## src/rtl/axil_rd_arbiter.sv

```systemverilog
// Shares one AXI4-Lite read slave (AR/R channels) between NUM_M read masters, one transaction in flight.
// Arbitration is fixed priority (lowest index wins) unless AXIL_ARB_RR_EN is defined, which selects round-robin.
module axil_rd_arbiter #(
  parameter int NUM_M  = 2,
  parameter int ADDR_W = 32,
  parameter int DATA_W = 32
) (
  input  logic                    clk,
  input  logic                    reset_n,
  input  logic [NUM_M*ADDR_W-1:0] s_araddr,
  input  logic [NUM_M*3-1:0]      s_arprot,
  input  logic [NUM_M-1:0]        s_arvalid,
  output logic [NUM_M-1:0]        s_arready,
  output logic [DATA_W-1:0]       s_rdata,
  output logic [1:0]              s_rresp,
  output logic [NUM_M-1:0]        s_rvalid,
  input  logic [NUM_M-1:0]        s_rready,
  output logic [ADDR_W-1:0]       m_araddr,
  output logic [2:0]              m_arprot,
  output logic                    m_arvalid,
  input  logic                    m_arready,
  input  logic [DATA_W-1:0]       m_rdata,
  input  logic [1:0]              m_rresp,
  input  logic                    m_rvalid,
  output logic                    m_rready
);

  localparam int GW = (NUM_M > 1) ? $clog2(NUM_M) : 1;

  localparam logic [1:0] ST_IDLE = 2'd0;
  localparam logic [1:0] ST_ADDR = 2'd1;
  localparam logic [1:0] ST_DATA = 2'd2;

  logic [1:0]        state_q, state_d;
  logic [GW-1:0]     grant_q, grant_d;
  logic [ADDR_W-1:0] araddr_q, araddr_d;
  logic [2:0]        arprot_q, arprot_d;
  logic              arvalid_q, arvalid_d;
  logic [NUM_M-1:0]  arready_q, arready_d;

  logic [GW-1:0]     win;
  logic [ADDR_W-1:0] win_addr;
  logic [2:0]        win_prot;
  logic              in_data;

`ifdef AXIL_ARB_RR_EN
  logic [GW-1:0] last_q, last_d;
  logic [GW-1:0] rr_idx;
  logic          rr_found;

  // Search starts just after the previous winner so every requester is served in turn.
  always_comb begin
    win      = '0;
    rr_idx   = '0;
    rr_found = 1'b0;
    for (int k = 1; k <= NUM_M; k++) begin
      rr_idx = GW'((int'(last_q) + k) % NUM_M);
      if (!rr_found && s_arvalid[rr_idx]) begin
        win      = rr_idx;
        rr_found = 1'b1;
      end
    end
  end
`else
  always_comb begin
    win = '0;
    for (int i = NUM_M - 1; i >= 0; i--) begin
      if (s_arvalid[i]) win = GW'(i);
    end
  end
`endif

  always_comb begin
    win_addr = '0;
    win_prot = '0;
    for (int i = 0; i < NUM_M; i++) begin
      if (win == GW'(i)) begin
        win_addr = s_araddr[i*ADDR_W +: ADDR_W];
        win_prot = s_arprot[i*3 +: 3];
      end
    end
  end

  assign in_data = (state_q == ST_DATA);

  always_comb begin
    state_d   = state_q;
    grant_d   = grant_q;
    araddr_d  = araddr_q;
    arprot_d  = arprot_q;
    arvalid_d = arvalid_q;
    arready_d = '0;
`ifdef AXIL_ARB_RR_EN
    last_d    = last_q;
`endif
    case (state_q)
      ST_IDLE: begin
        if (|s_arvalid) begin
          state_d   = ST_ADDR;
          grant_d   = win;
          araddr_d  = win_addr;
          arprot_d  = win_prot;
          arvalid_d = 1'b1;
          arready_d = {{(NUM_M-1){1'b0}}, 1'b1} << win;
`ifdef AXIL_ARB_RR_EN
          last_d    = win;
`endif
        end
      end
      ST_ADDR: begin
        if (m_arready) begin
          arvalid_d = 1'b0;
          state_d   = ST_DATA;
        end
      end
      ST_DATA: begin
        // No re-arbitration on the completing beat; the next grant waits one IDLE cycle.
        if (m_rvalid && m_rready) state_d = ST_IDLE;
      end
      default: state_d = ST_IDLE;
    endcase
  end

  always_ff @(posedge clk) begin
    if (!reset_n) begin
      state_q   <= ST_IDLE;
      grant_q   <= '0;
      araddr_q  <= '0;
      arprot_q  <= '0;
      arvalid_q <= 1'b0;
      arready_q <= '0;
`ifdef AXIL_ARB_RR_EN
      last_q    <= GW'(NUM_M - 1);
`endif
    end else begin
      state_q   <= state_d;
      grant_q   <= grant_d;
      araddr_q  <= araddr_d;
      arprot_q  <= arprot_d;
      arvalid_q <= arvalid_d;
      arready_q <= arready_d;
`ifdef AXIL_ARB_RR_EN
      last_q    <= last_d;
`endif
    end
  end

  assign m_araddr  = araddr_q;
  assign m_arprot  = arprot_q;
  assign m_arvalid = arvalid_q;
  assign s_arready = arready_q;

  assign s_rdata  = m_rdata;
  assign s_rresp  = m_rresp;
  assign m_rready = in_data && s_rready[grant_q];

  always_comb begin
    s_rvalid = '0;
    if (in_data) s_rvalid[grant_q] = m_rvalid;
  end

endmodule

```

## config.mk

```make
export PLATFORM = sky130hd
export DESIGN_NAME = axil_rd_arbiter
export DESIGN_NICKNAME = d
export VERILOG_FILES = /design/src/rtl/axil_rd_arbiter.sv
export SDC_FILE = /design/constraint.sdc
export NUM_CORES = 1
export LEC_CHECK = 0
export CAP_MARGIN = 20
export CELL_PAD_IN_SITES_DETAIL_PLACEMENT = 0
export CELL_PAD_IN_SITES_GLOBAL_PLACEMENT = 2
export CORE_ASPECT_RATIO = 0.5
export CORE_MARGIN = 2
export CORE_UTILIZATION = 31
export CTS_CLUSTER_DIAMETER = 80
export DETAILED_ROUTE_END_ITERATION = 8
export DONT_BUFFER_PORTS = 1
export PLACE_DENSITY = 0.87
export RECOVER_POWER = 25
export SLEW_MARGIN = 20
export SYNTH_ARGS = -nofsm -noshare
export SYNTH_HDL_FRONTEND = slang
export SYNTH_SLANG_ARGS = --single-unit
```

## constraint.sdc

```tcl
create_clock -name clk -period 1.9 [get_ports clk]
set_input_delay 0.38 -clock clk [delete_from_list [all_inputs] [get_ports clk]]
set_output_delay 0.38 -clock clk [all_outputs]
set_load 0.02 [all_outputs]
```

Word-level counts from Yosys, hierarchy flattened --
Cells that the tools add are included.
Word-level totals: register bits 41, input port bits 112, output and inout port bits 75, logic and storage cells 41
Operators by class: magnitude comparators 2, eq/ne operators 5, shift-type cells 1, multiplexer cells 16, bitwise logic cells 1, reduce and logical (&&, ||, !) cells 10
Operators with widths (count):
- 2-to-1 mux 32 bit | 1
- AND reduction 3 bit | 3
- 2-to-1 mux 2 bit | 4
- 2-to-1 mux 1 bit | 7
- one-hot mux 2 bit (3 select lines) | 1
- != test 2 bit, second input constant | 2
- logical AND 1 bit | 3
- 2-to-1 mux 3 bit | 1
- AND 2 bit | 1
- equality test 2 x 1 -> 1 bit, second input constant | 1
- equality test 2 bit, second input constant | 1
- logical NOT 2 bit | 1
- < comparator 1 x 2 -> 1 bit, second input constant | 1
- != test 2 x 1 -> 1 bit, second input constant | 1
- one-hot mux 1 bit (2 select lines) | 1
- AND reduction 2 bit | 1
- nonzero test 2 bit | 1
- OR reduction 2 bit | 1
- << shifter 1 x 1 -> 2 bit, first input constant | 1
- demux 1 bit (select 1 bit) | 1
- >= comparator 1 bit, second input constant | 1

Logic depth before layout (Yosys ltp) --
word-level depth 6, depth in mapped cells 5, depth with buffers taken out 3

Worst setup path before layout --
Ideal clock, no wire load.
path kind input port to flip-flop, start in reset_n, end reg araddr_q[10] (netlist: m_araddr[10]), library setup time 0.122 ns, data arrival time 1.324 ns, data required time 1.778 ns, path slack 0.455 ns, stages 5, path buffers 2, cells stage by stage nor3b_2 > and3b_1 > buf_6 > buf_6 > a221o_1
RTL lines:
- start: declaration | line 9 | input logic reset_n,
- end signal: assignment | line 138 | araddr_q <= araddr_d;
- end: declaration | line 36 | logic [ADDR_W-1:0] araddr_q, araddr_d;

Worst setup path after layout --
start reg state_q[1], end out s_rvalid[0]
On the way: longest elaborated chain between the ends 2
Ends and longest elaborated chain:
- start: declaration | line 34 | logic [1:0] state_q, state_d;
- start signal: assignment | line 136 | state_q <= state_d;
- equality test 2 bit | line 84 | assign in_data = (state_q == ST_DATA);
- 2-to-1 mux 2 bit | line 159 | if (in_data) s_rvalid[grant_q] = m_rvalid;
- end: declaration | line 16 | output logic [NUM_M-1:0] s_rvalid,
Every way passes these cells.

==> impl_summary.log <==
INFO  metric switchingPower = 554 uW
INFO  metric worst_slew_margin_rel = 0.738
INFO  metric totalNegativeSetupSlack = 0 ps
INFO  metric clock_path_buffers = 2
INFO  metric grt_setup_unrepaired = no
INFO  metric final.setup_skew = 4.38 ps
INFO  metric finalMaxSlewViolations = 0
INFO  metric layout-drive-gt1-share = 0.102
INFO  metric critPathRequiredTime = roughly 1500 ps
INFO  metric critPathArrivalTime = between 1000 and 1500 ps
INFO  metric synthDistinctLibCells = 25
INFO  metric postCtsResizedCells = 0
INFO  metric grt_start_max_net_pins = 40
INFO  metric powerDensity = 1210 nW/um^2
INFO  metric num_antenna_cells = 0
INFO  metric period_share = 0.916
INFO  metric holdWs = approximately 230 ps
INFO  metric deepest_level_of_the_cts_h_tree = 2
INFO  metric first_pass_iters = 4
INFO  metric worstHoldPathType = in2reg
INFO  metric layout.cells.non_filler = about 220
INFO  metric sequentialPowerShare = 0.489
INFO  metric gp_routability_congestion = about 0.68
INFO  metric total_number_of_nets_in_the_final_design = between 200 and 300
INFO  metric globalRouteTotalUtil = 0.123
INFO  metric vias_per_cell = 5.68
INFO  metric ys_ff_latch = 41
INFO  metric post-cts-setup-buffer-count = 0
INFO  metric area_growth = -1.72%
INFO  metric path_max_fanout = 7
INFO  metric post_synth_inst_count = 182
INFO  metric cts_tree = done
INFO  metric fp.dieW = 114 um
INFO  metric clkLatencyLatePin = 270 ps
INFO  metric area_of_the_mapped_netlist = 1890 sq um
INFO  metric layout.cells.most_common = sky130_fd_sc_hd__dfxtp_1
INFO  metric comb_power_share = 0.081
INFO  metric detailroute.via_count = 1272
INFO  metric post_cts_hold_buffer_count = 0
INFO  metric wl_per_cell = 20.7 um
INFO  metric globalRouteOverflowTotal = 0
INFO  metric ir_drop = ~310 uV
INFO  metric worst-setup-path-type = reg2out
INFO  metric max_cap_violations = 0
INFO  metric timing.critical_path.from_type = flip-flop
INFO  metric fmaxAchievable = roughly 570 MHz
INFO  metric mostFrequentLayoutCells = sky130_fd_sc_hd__dfxtp_1 (41), sky130_fd_sc_hd__and3_1 (36), sky130_fd_sc_hd__a221o_1 (35)
INFO  metric timing.final.setup_violations = 0
INFO  metric antenna_found_initial = 0
INFO  metric cts.sink_count = 41
INFO  metric synthesis.nets = 294
INFO  metric worst_setup_hold_path_clk_slew = 60 ps
INFO  metric total_power = 2250 uW
INFO  metric post-place-ws = 452 ps
INFO  metric power_leakage = 0.000846 uW
INFO  metric die_h = 59.2 um
INFO  metric switching_share = 0.246
INFO  metric ys_seq_area_frac = 0.434
INFO  metric worstSetupEndpointType = primary output
INFO  metric avg_synthesized_cell_area = just over 10 sq um
INFO  metric floorplan.die_area = 6770 sq um
INFO  metric post-route-min-period = between 1500 and 2000 ps
INFO  metric dr.first_iter.drc_count = 78
INFO  metric grt_first_pass_wirelength = 6470 um
INFO  metric routed_wl = approximately 4600 um
INFO  metric start_util = 0.316
INFO  metric reg2reg_setup_slack = 490 ps
INFO  metric portBuffers = 0
INFO  metric final-seq-area = 821 sq um
INFO  metric placedCellCount = between 200 and 250
INFO  metric library_cell_used_as_clock_root_buffer = sky130_fd_sc_hd__clkbuf_16
INFO  metric share_clk_of_total_power = 0.430
INFO  metric fin_hold_viols = 0
INFO  metric internal_power = 1690 uW
INFO  metric drtAntennaViolNets = 0
INFO  metric final.fill_count = between 500 and 600
INFO  metric tritoncts.num_buffers = 5
INFO  metric status = completed
INFO  metric multiInputGateArea = 711 sq um
INFO  metric first_global_vias = ~1200
INFO  metric final_critical_path_setup_slack = between 150 and 200 ps
INFO  metric fp-row-count = 20
INFO  metric core_region_area = 5980 sq um
INFO  metric post-route-drc-count = 0
INFO  metric dp_hpwl = 3550 um
INFO  metric synthesis.yosys.warnings = 0
INFO  metric num_io_pins = 187
INFO  metric actual_transition_at_the_worst_max_transition_pin = 392 ps
## worst max-delay path, stage by stage, from the launching register on
cell and delay [ps]:
sky130_fd_sc_hd__dfxtp_1 430, sky130_fd_sc_hd__nor2b_1 260, sky130_fd_sc_hd__nand2_1 80, sky130_fd_sc_hd__nor2_1 310
## final timing paths
path                                   start           end  cells past startpoint
worst max-delay path              state_q[1]   s_rvalid[0]                      3
worst min register to register       grant_q       grant_q                      1
worst max register to register    state_q[1]   m_arprot[1]                      4
worst min-delay path            s_arvalid[0]  s_arready[0]                      1
## kinds of logic (layout without fill, tap and decap cells)
family / Yosys count / after routing / share of synthesized area
muxes: 1 / 1 / 0.00530
AOI/OAI and AO/OA: 41 / 41 / 0.212
buffers and inverters: 51 / 16 / 0.189
and+or+nand+nor: 48 / 48 / 0.159
DFF: 41 / 41 / 0.434
## final cells by class
type | instances | share of cell area
multi-input combinational | 90 | 0.383
sequential | 41 | 0.442
tap | 77 | 0.0519
clock inverter | 2 | 0.0202
timing repair buffer | 6 | 0.0243
inverter | 2 | 0.00404
clock buffer | 6 | 0.0748
## routing by layer
metal	up-vias	share of wire	global-route usage
met3	20	0.10	0.0573
met1	608	0.35	0.124
met4	0	0.026	0.0749
li1	586	-	-
met5	-	0	0
met2	58	0.52	0.213
## flip-flops by register name, summed over array words and instances (netlist names)
register   count
m_araddr      32
m_arprot       3
s_arready      2
state_q        2
grant_q        1
m_arvalid      1
## cell usage after synthesis (all sizes together)
cell / count / area [sq um]
o31a: 1 / 8.76
o2111a: 1 / 11.3
clkbuf: 7 / 26.3
a221o: 35 / 350
nand2b: 1 / 6.26
nor3: 1 / 5.00
nor2: 2 / 7.51
and3b: 1 / 8.76
nor4b: 1 / 8.76
and2: 1 / 6.26
nor2b: 2 / 12.5
o211ai: 1 / 7.51
o31ai: 1 / 7.51
and3: 36 / 225
inv: 2 / 7.51
nor3b: 1 / 12.5
nand2: 2 / 7.51
a21o: 1 / 7.51
buf: 42 / 324
o21bai: 1 / 7.51
dfxtp: 41 / 821
mux2i: 1 / 10.0
## stage by stage
step / instance area [sq um] / utilization
floorplan: 1890 / -
finish: 1860 / 0.310
global route: 1860 / 0.310
detailed placement: 1680 / 0.281
global placement: 1680 / 0.281
CTS: 1860 / 0.310
## power by group through the flow
stage | registers [uW] | logic, uW | clock network [uW]
after CTS | 1100 | 183 | 991
after floorplan | 1100 | 266 | 0
final | 1100 | 182 | 967
after global routing | 1110 | 201 | 1040
after global placement | 1120 | 174 | 0
after detailed placement | 1120 | 182 | 0
No activity file was read; power rests on OpenSTA's default activity.
